### src/rtl/ram_mar_unit.sv
// ram_mar_unit: MAR, MDR and RAM memory stage with a valid/ready program loader.
// Define MEM_CONFLICT_CHECK_EN to build the sticky strobe-conflict flag on err.
module ram_mar_unit #(
  parameter int ADDR_W = 4,
  parameter int DATA_W = 8
) (
  input  logic              clk,
  input  logic              resetn,
  input  logic [DATA_W-1:0] bus_in,
  output logic [DATA_W-1:0] bus_out,
  output logic              bus_drive,
  input  logic              n_load_mar_addr,
  input  logic              n_load_mar_data,
  input  logic              n_ram_en,
  input  logic              n_ram_load,
  input  logic              prog_mode,
  input  logic              prog_valid,
  output logic              prog_ready,
  input  logic [ADDR_W-1:0] prog_addr,
  input  logic [DATA_W-1:0] prog_data,
  output logic [ADDR_W:0]   prog_count,
  output logic              err
);
  localparam int DEPTH = 2**ADDR_W;
  localparam logic [ADDR_W:0] CNT_MAX = (ADDR_W+1)'(DEPTH);

  typedef enum logic [1:0] {
    S_CPU,
    S_PROG_IDLE,
    S_PROG_WRITE
  } state_t;

  state_t state;
  state_t state_nxt;

  logic [ADDR_W-1:0] mar;
  logic [ADDR_W-1:0] wb_addr;
  logic [DATA_W-1:0] mdr;
  logic [DATA_W-1:0] wb_data;
  logic [DATA_W-1:0] mem [DEPTH];
  logic              in_cpu;
  logic              in_write;
  logic              accept;

  assign in_cpu     = (state == S_CPU);
  assign in_write   = (state == S_PROG_WRITE);
  assign prog_ready = (state == S_PROG_IDLE) & prog_mode;
  assign accept     = prog_valid & prog_ready;
  assign bus_drive  = in_cpu & ~n_ram_en;
  assign bus_out    = bus_drive ? mem[mar] : '0;

  always_comb begin
    state_nxt = state;
    unique case (state)
      S_CPU: begin
        if (prog_mode) state_nxt = S_PROG_IDLE;
      end
      S_PROG_IDLE: begin
        if (!prog_mode)  state_nxt = S_CPU;
        else if (accept) state_nxt = S_PROG_WRITE;
      end
      S_PROG_WRITE: begin
        state_nxt = prog_mode ? S_PROG_IDLE : S_CPU;
      end
      default: state_nxt = S_CPU;
    endcase
  end

  always_ff @(posedge clk or negedge resetn) begin
    if (!resetn) state <= S_CPU;
    else         state <= state_nxt;
  end

  always_ff @(posedge clk or negedge resetn) begin
    if (!resetn) begin
      mar <= '0;
      mdr <= '0;
    end else if (in_cpu) begin
      if (!n_load_mar_addr) mar <= bus_in[ADDR_W-1:0];
      if (!n_load_mar_data) mdr <= bus_in;
    end
  end

  always_ff @(posedge clk or negedge resetn) begin
    if (!resetn) begin
      wb_addr <= '0;
      wb_data <= '0;
    end else if (accept) begin
      wb_addr <= prog_addr;
      wb_data <= prog_data;
    end
  end

  // CPU store uses pre-edge mar/mdr, so same-edge loads never affect it
  always_ff @(posedge clk or negedge resetn) begin
    if (!resetn) begin
      for (int i = 0; i < DEPTH; i++) mem[i] <= '0;
    end else if (in_write) begin
      mem[wb_addr] <= wb_data;
    end else if (in_cpu && !n_ram_load) begin
      mem[mar] <= mdr;
    end
  end

  always_ff @(posedge clk or negedge resetn) begin
    if (!resetn) begin
      prog_count <= '0;
    end else if (in_cpu && prog_mode) begin
      prog_count <= '0;
    end else if (in_write && prog_count != CNT_MAX) begin
      prog_count <= prog_count + 1'b1;
    end
  end

`ifdef MEM_CONFLICT_CHECK_EN
  logic conflict;

  assign conflict = in_cpu & (
    (~n_ram_en        & ~n_ram_load)      |
    (~n_ram_en        & ~n_load_mar_data) |
    (~n_load_mar_addr & ~n_load_mar_data));

  always_ff @(posedge clk or negedge resetn) begin
    if (!resetn)       err <= 1'b0;
    else if (conflict) err <= 1'b1;
  end
`else
  assign err = 1'b0;
`endif

endmodule

### config.mk
export PLATFORM = sky130hd
export DESIGN_NAME = ram_mar_unit
export DESIGN_NICKNAME = d
export VERILOG_FILES = /design/src/rtl/ram_mar_unit.sv
export SDC_FILE = /design/constraint.sdc
export NUM_CORES = 1
export LEC_CHECK = 0
export CORE_MARGIN = 2
export CORE_UTILIZATION = 64
export CTS_CLUSTER_DIAMETER = 30
export DETAILED_ROUTE_END_ITERATION = 12
export MAX_ROUTING_LAYER = met4
export PLACE_DENSITY_LB_ADDON = 0.2
export SLEW_MARGIN = 0
export SYNTH_ARGS = -nofsm -noshare
export SYNTH_HDL_FRONTEND = slang
export SYNTH_SLANG_ARGS = --single-unit
### constraint.sdc
create_clock -name clk -period 3 [get_ports clk]
set_clock_uncertainty 0.2 [all_clocks]
set_input_delay 0.45 -clock clk [delete_from_list [all_inputs] [get_ports clk]]
set_output_delay 0.45 -clock clk [all_outputs]
set_load 0.03 [all_outputs]
==> results of run 1 <==
worst min-delay path by stage:
stage / end / depth (start not counted) / from
6_report: mem[0]$_DFFE_PN0P_ / 1 / mem[0]$_DFFE_PN0P_
5_1_grt: mem[0]$_DFFE_PN0P_ / 1 / mem[0]$_DFFE_PN0P_
4_1_cts: mem[2]$_DFFE_PN0P_ / 1 / mem[2]$_DFFE_PN0P_
3_5_place_dp: mem[1]$_DFFE_PN0P_ / 1 / mem[1]$_DFFE_PN0P_
3_3_place_gp: mem[118]$_DFFE_PN0P_ / 1 / mem[118]$_DFFE_PN0P_
2_1_floorplan: mar[0]$_DFFE_PN0P_ / 0 / resetn
layer usage:
layer,up-vias,global-route usage [%],wire length [µm]
li1,2869,-,-
met1,3609,47.4,11000
met2,418,52.0,12400
met3,82,8.57,2560
met4,0,13.9,1070
met5,-,-,0
cell type report:
type | instances | area (µm²)
multi-input combinational | 446 | 5230
fill | 1009 | 4430
sequential | 159 | 3990
timing repair buffer | 75 | 724
clock buffer | 23 | 468
tap | 188 | 235
clock inverter | 7 | 113
inverter | 4 | 15.0
what timing repair did:
item,in CTS,in global routing
resized for setup,1,1
hold buffers,1,0
cloned,1,0
pin swaps,0,0
hold endpoints to repair,64,0
buffers inserted,1,0
setup endpoints to repair,8,8
flip-flops by register name, summed over array words and instances, names as in the netlist:
name,cells
prog_count,5
wb_data,8
mem,128
mdr,8
mar,4
wb_addr,4
state,2
synth_stat cells, drive strengths merged:
master / n
dfrtp: 159
mux2: 152
a32o: 128
buf: 87
nand3: 34
mux4: 32
clkbuf: 29
a22o: 16
and3b: 9
and4b: 8
nand4: 8
nor4b: 8
nor4bb: 7
and4bb: 6
o21ai: 6
a21oi: 5
inv: 4
nor3: 4
nand2: 3
nor2b: 3
and2: 2
and4: 2
ha: 2
nor4: 2
or3: 2
conb: 1
nand2b: 1
nand3b: 1
nor2: 1
nor3b: 1
or4: 1
or4bb: 1
worst max-delay path, cell delays in order (launching register included):
cell and delay (ns):
dfrtp_4 0.71, buf_4 0.29, mux4_2 0.34, nand3_1 0.11, nand4_1 0.14, buf_4 0.20
power groups by stage:
stage | Combinational (mW) | Sequential [mW] | Clock [mW]
2_1_floorplan | 1.09 | 2.47 | 0
3_3_place_gp | 1.09 | 2.79 | 0
3_5_place_dp | 1.13 | 2.80 | 0
4_1_cts | 1.16 | 2.76 | 2.22
5_1_grt | 1.25 | 2.80 | 2.31
6_report | 1.17 | 2.79 | 2.21
stage by stage:
step	power (mW)	instances	worst slack [ns]	area, µm²	hold slack, ns
after detailed placement	3.93	869	0.412	10100	0.273
after CTS	6.15	902	0.0682	10800	0.288
final	6.17	902	0.111	10800	0.289
after global placement	3.88	869	0.420	10100	0.263
after global routing	6.36	902	0.0331	10800	0.306
after floorplan	3.56	725	0.613	9950	-0.0456
logic make-up (layout without fill, tap and decap cells):
group | count (synthesis) | count (layout) | share of synthesized area, %
and+or+nand+nor | 104 | 104 | 9.14
other | 1 | 1 | 0.0377
muxes | 184 | 184 | 27.9
adders and majority gates | 2 | 2 | 0.252
AOI/OAI and AO/OA | 155 | 155 | 15.1
buffers and inverters | 120 | 109 | 7.58
DFF | 159 | 159 | 40.0
==> flow_metrics.env, run 1 <==
export IMPL_swShare_pct=29.9
export IMPL_synth_avg_cell_area_um2=13.7
export IMPL_core_area_um2=15200
export IMPL_gr_total_overflow=0
export IMPL_reg2reg_depth=3
export IMPL_status="completed"
export IMPL_drive_above_1_share_pct=34.3
export IMPL_grt_usage_pct=35.3
export IMPL_post_route_util_pct=70.8
export IMPL_hpwl_um=16800
export IMPL_syn_num_nets=755
export IMPL_final_cell_mix="156 x dfrtp_1, 128 x a32o_1, 91 x mux2_4"
export IMPL_rsz0062_at_grt="no"
export IMPL_grt_antenna_before_repair=0
export IMPL_max_slew_margin_pct=27.1
export IMPL_arrival_ns=2.24
export IMPL_drtIter0Drc=980
export IMPL_cts_root_buf="clkbuf_16"
export IMPL_hp_class="register to register"
export IMPL_startpoint="mar[1]$_DFFE_PN0P_"
export IMPL_finalCritPeriodShare_pct=96.3
export IMPL_clock_latency_ns=0.44
export IMPL_synth_top_area_share_pct=40.0
export IMPL_fin_nets=733
export IMPL_io_buffers=42
export IMPL_switchingPower_mw=1.85
export IMPL_finalWirelength_um=27000
export IMPL_routabilityCongestion=1.00
export IMPL_p_int_mw=4.33
export IMPL_setup_tns_final_ns=0
export IMPL_synth_warnings=0
export IMPL_layout_commonest_cell="dfrtp_1"
export IMPL_synth_largest_area_cell="dfrtp_1"
export IMPL_area_growth_pct=8.24
export IMPL_grt_first_pass_wirelength_um=42300
export IMPL_drv_cap=0
export IMPL_finalMaxSlewViolations=0
export IMPL_fin_crit_ns=2.89
export IMPL_crit_type="register to primary output"
export IMPL_cts_made_buffers=17
export IMPL_report_final_setup_viol=0
export IMPL_finalHoldViolCount=0
export IMPL_die_area_um2=16600
export IMPL_yosysSeqAreaShare_pct=40.0
export IMPL_grt_pass1_vias=7065
export IMPL_routed_via_density=7.74
export IMPL_std_cell_rows=45
export IMPL_synth_area_um2=9950
export IMPL_cts_max_level=4
export IMPL_synth_seq_cells=159
export IMPL_p_comb_share_pct=19.0
export IMPL_r2r_start="wb_addr[2]$_DFFE_PN0P_"
export IMPL_p_seq_share_pct=45.2
export IMPL_ant_nets=0
export IMPL_num_vias=6978
export IMPL_pwr_share_clk_pct=35.8
export IMPL_path_clk_slew_ns=0.06
export IMPL_vdd_drop_max_uv=474
export IMPL_endpoint="bus_out[5]"
export IMPL_p_per_area_nw_per_um2=573
export IMPL_yosysUniqueCellTypes=42
export IMPL_grt_max_degree=71
export IMPL_dieHeight_um=129
export IMPL_insertedDiodeCount=0
export IMPL_cts_sinks=159
export IMPL_clockBufferDepth=2
export IMPL_synth_area_top_cells="dfrtp_1 40%, mux2_4 14%, a32o_1 13%"
export IMPL_first_pass_iters=5
export IMPL_fmax_mhz=346
export IMPL_startpoint_type="register"
export IMPL_critPathCaptureType="primary output"
export IMPL_die_x_um=129
export IMPL_syn_instance_count=725
export IMPL_r2r_end="mem[86]$_DFFE_PN0P_"
export IMPL_worst_pin_slew_ns=1.09
export IMPL_drc_errors=0
export IMPL_cts_tree="yes"
export IMPL_rrSetupSlack_ns=0.38
export IMPL_pin_count=44
export IMPL_cp_max_fo=31
export IMPL_required_ns=2.35
export IMPL_wl_per_cell_um=29.9
export IMPL_power_leakage_nw=4.59
export IMPL_initial_core_util_pct=65.4
Power figures use the tool's default switching activity.
==> run 2: changes to the inputs <==
--- a/config.mk
+++ b/config.mk
@@ -10,7 +10,7 @@
 export CTS_CLUSTER_DIAMETER = 30
 export DETAILED_ROUTE_END_ITERATION = 12
 export MAX_ROUTING_LAYER = met4
-export PLACE_DENSITY_LB_ADDON = 0.2
+export PLACE_DENSITY = 0.84
 export SLEW_MARGIN = 0
 export SYNTH_ARGS = -nofsm -noshare
 export SYNTH_HDL_FRONTEND = slang
==> run 2 against run 1 <==
Sequential share of layout area down 0.11 points. Sequential power barely moved. Total power increased by 2.4%. Combinational power about the same. Utilization up 0.23 points. Die area unchanged. Routed wire length up 1.5%. Highest routed layer unchanged.
==> flow_metrics.env, run 2 (synthesized netlist as in run 1, its figures left out) <==
export IMPL_status="completed"
export IMPL_drc_errors=0
export IMPL_vdd_drop_max_uv=594
export IMPL_area_growth_pct=8.59
export IMPL_num_vias=7096
export IMPL_fmax_mhz=343
export IMPL_dieHeight_um=129
export IMPL_report_final_setup_viol=0
export IMPL_cts_tree="yes"
export IMPL_grt_usage_pct=35.7
export IMPL_clockBufferDepth=2
export IMPL_fin_crit_ns=2.92
export IMPL_top_regs="mem x128, mdr x8, wb_data x8"
export IMPL_critPathCaptureType="primary output"
export IMPL_grt_first_pass_wirelength_um=42600
export IMPL_std_cell_rows=45
export IMPL_cts_root_buf="clkbuf_16"
export IMPL_hp_class="register to register"
export IMPL_worst_pin_slew_ns=1.07
export IMPL_fin_area_um2=10800
export IMPL_post_route_util_pct=71.1
export IMPL_clock_latency_ns=0.44
export IMPL_first_pass_iters=6
export IMPL_largest_reg_flops=128
export IMPL_setup_tns_final_ns=0
export IMPL_drtIter0Drc=1129
export IMPL_required_ns=2.35
export IMPL_routabilityCongestion=0.980
export IMPL_hpwl_um=17400
export IMPL_dp_slack_ns=0.377
export IMPL_finalHoldViolCount=0
export IMPL_pwr_share_clk_pct=37.6
export IMPL_crit_type="register to primary output"
export IMPL_drive_above_1_share_pct=35.1
export IMPL_io_buffers=42
export IMPL_max_slew_margin_pct=28.6
export IMPL_multi_input_area_um2=5230
export IMPL_drv_cap=0
export IMPL_routed_via_density=7.86
export IMPL_cts_max_level=4
export IMPL_pin_count=44
export IMPL_die_x_um=129
export IMPL_fin_nets=732
export IMPL_finalWirelength_um=27400
export IMPL_r2r_start="mar[1]$_DFFE_PN0P_"
export IMPL_min_from="mem[115]$_DFFE_PN0P_"
export IMPL_rrSetupSlack_ns=0.34
export IMPL_power_leakage_nw=4.60
export IMPL_seq_area_um2=3990
export IMPL_placed_area_um2=10100
export IMPL_finalMaxSlewViolations=0
export IMPL_p_per_area_nw_per_um2=585
export IMPL_initial_core_util_pct=65.4
export IMPL_p_seq_share_pct=43.7
export IMPL_r2r_end="mem[50]$_DFFE_PN0P_"
export IMPL_insertedDiodeCount=0
export IMPL_min_delay_worst_endpoint="mem[115]$_DFFE_PN0P_"
export IMPL_p_int_mw=4.43
export IMPL_regMostFlops="mem"
export IMPL_fin_total_pwr_mw=6.32
export IMPL_hold_path_depth=1
export IMPL_rsz0062_at_grt="no"
export IMPL_die_area_um2=16600
export IMPL_grt_max_degree=71
export IMPL_cp_max_fo=31
export IMPL_grt_pass1_vias=7210
export IMPL_gr_total_overflow=0
export IMPL_final_cell_mix="155 x dfrtp_1, 128 x a32o_1, 91 x mux2_4"
export IMPL_num_fill_cells=976
export IMPL_path_clk_slew_ns=0.07
export IMPL_startpoint_type="register"
export IMPL_worst_slack_ns=0.0825
export IMPL_cts_sinks=159
export IMPL_p_comb_share_pct=18.7
export IMPL_cts_made_buffers=17
export IMPL_grt_antenna_before_repair=0
export IMPL_switchingPower_mw=1.89
export IMPL_ant_nets=0
export IMPL_arrival_ns=2.27
export IMPL_layout_commonest_cell="dfrtp_1"
export IMPL_reg2reg_depth=4
export IMPL_core_area_um2=15200
export IMPL_finalCritPeriodShare_pct=97.2
export IMPL_wl_per_cell_um=30.4
export IMPL_swShare_pct=29.9
[run 2: repair_timing]
action | in CTS | in global routing
buffers inserted | 2 | 0
endpoints found under the hold margin | 67 | 0
setup endpoints to repair | 6 | 8
hold buffers | 1 | 0
gates resized for setup | 1 | 2
[run 2: cell type report]
type	instances	area share, %
multi-input combinational	446	48.4
sequential	159	36.9
timing repair buffer	74	6.40
clock buffer	20	4.32
tap	188	2.18
clock inverter	12	1.67
inverter	4	0.139
[run 2: worst max path at each step]
stage | from | end | slack, ns | cells after the start
finish | mar[1]$_DFFE_PN0P_ | bus_out[1] | 0.08 | 5
global route | mar[1]$_DFFE_PN0P_ | bus_out[5] | 0.02 | 5
CTS | mar[3]$_DFFE_PN0P_ | bus_out[5] | 0.02 | 4
detailed placement | mar[3]$_DFFE_PN0P_ | mem[36]$_DFFE_PN0P_ | 0.38 | 3
global placement | mar[3]$_DFFE_PN0P_ | mem[33]$_DFFE_PN0P_ | 0.44 | 3
floorplan | mar[0]$_DFFE_PN0P_ | bus_out[0] | 0.61 | 5
[run 2: per-stage QoR]
step | std cells | hold slack (ns)
4_1_cts | 903 | 0.287
2_1_floorplan | 725 | -0.0456
3_3_place_gp | 868 | 0.262
6_report | 903 | 0.288
3_5_place_dp | 868 | 0.273
5_1_grt | 903 | 0.300
[run 2: per-layer routing]
metal  vias up  GRT usage [%]  part of all wire (%)
li1       2861              -                     -
met1      3615           46.2                    40
met2       525           51.9                    45
met3        95           11.2                    11
met4         0           16.1                   4.0
met5         -              -                     0
[run 2: power by group through the flow]
stage               clock network [mW]  logic, mW  registers, mW
finish                            2.38       1.18           2.76
global route                      2.49       1.25           2.78
CTS                               2.40       1.17           2.73
detailed placement                   0       1.14           2.77
global placement                     0       1.10           2.75
floorplan                            0       1.09           2.47
[run 2: critical path, stage by stage (launching register included)]
cell and delay (ns):
dfrtp_4 0.70, buf_4 0.29, mux4_2 0.36, nand3_1 0.11
nand4_1 0.13, buf_4 0.20
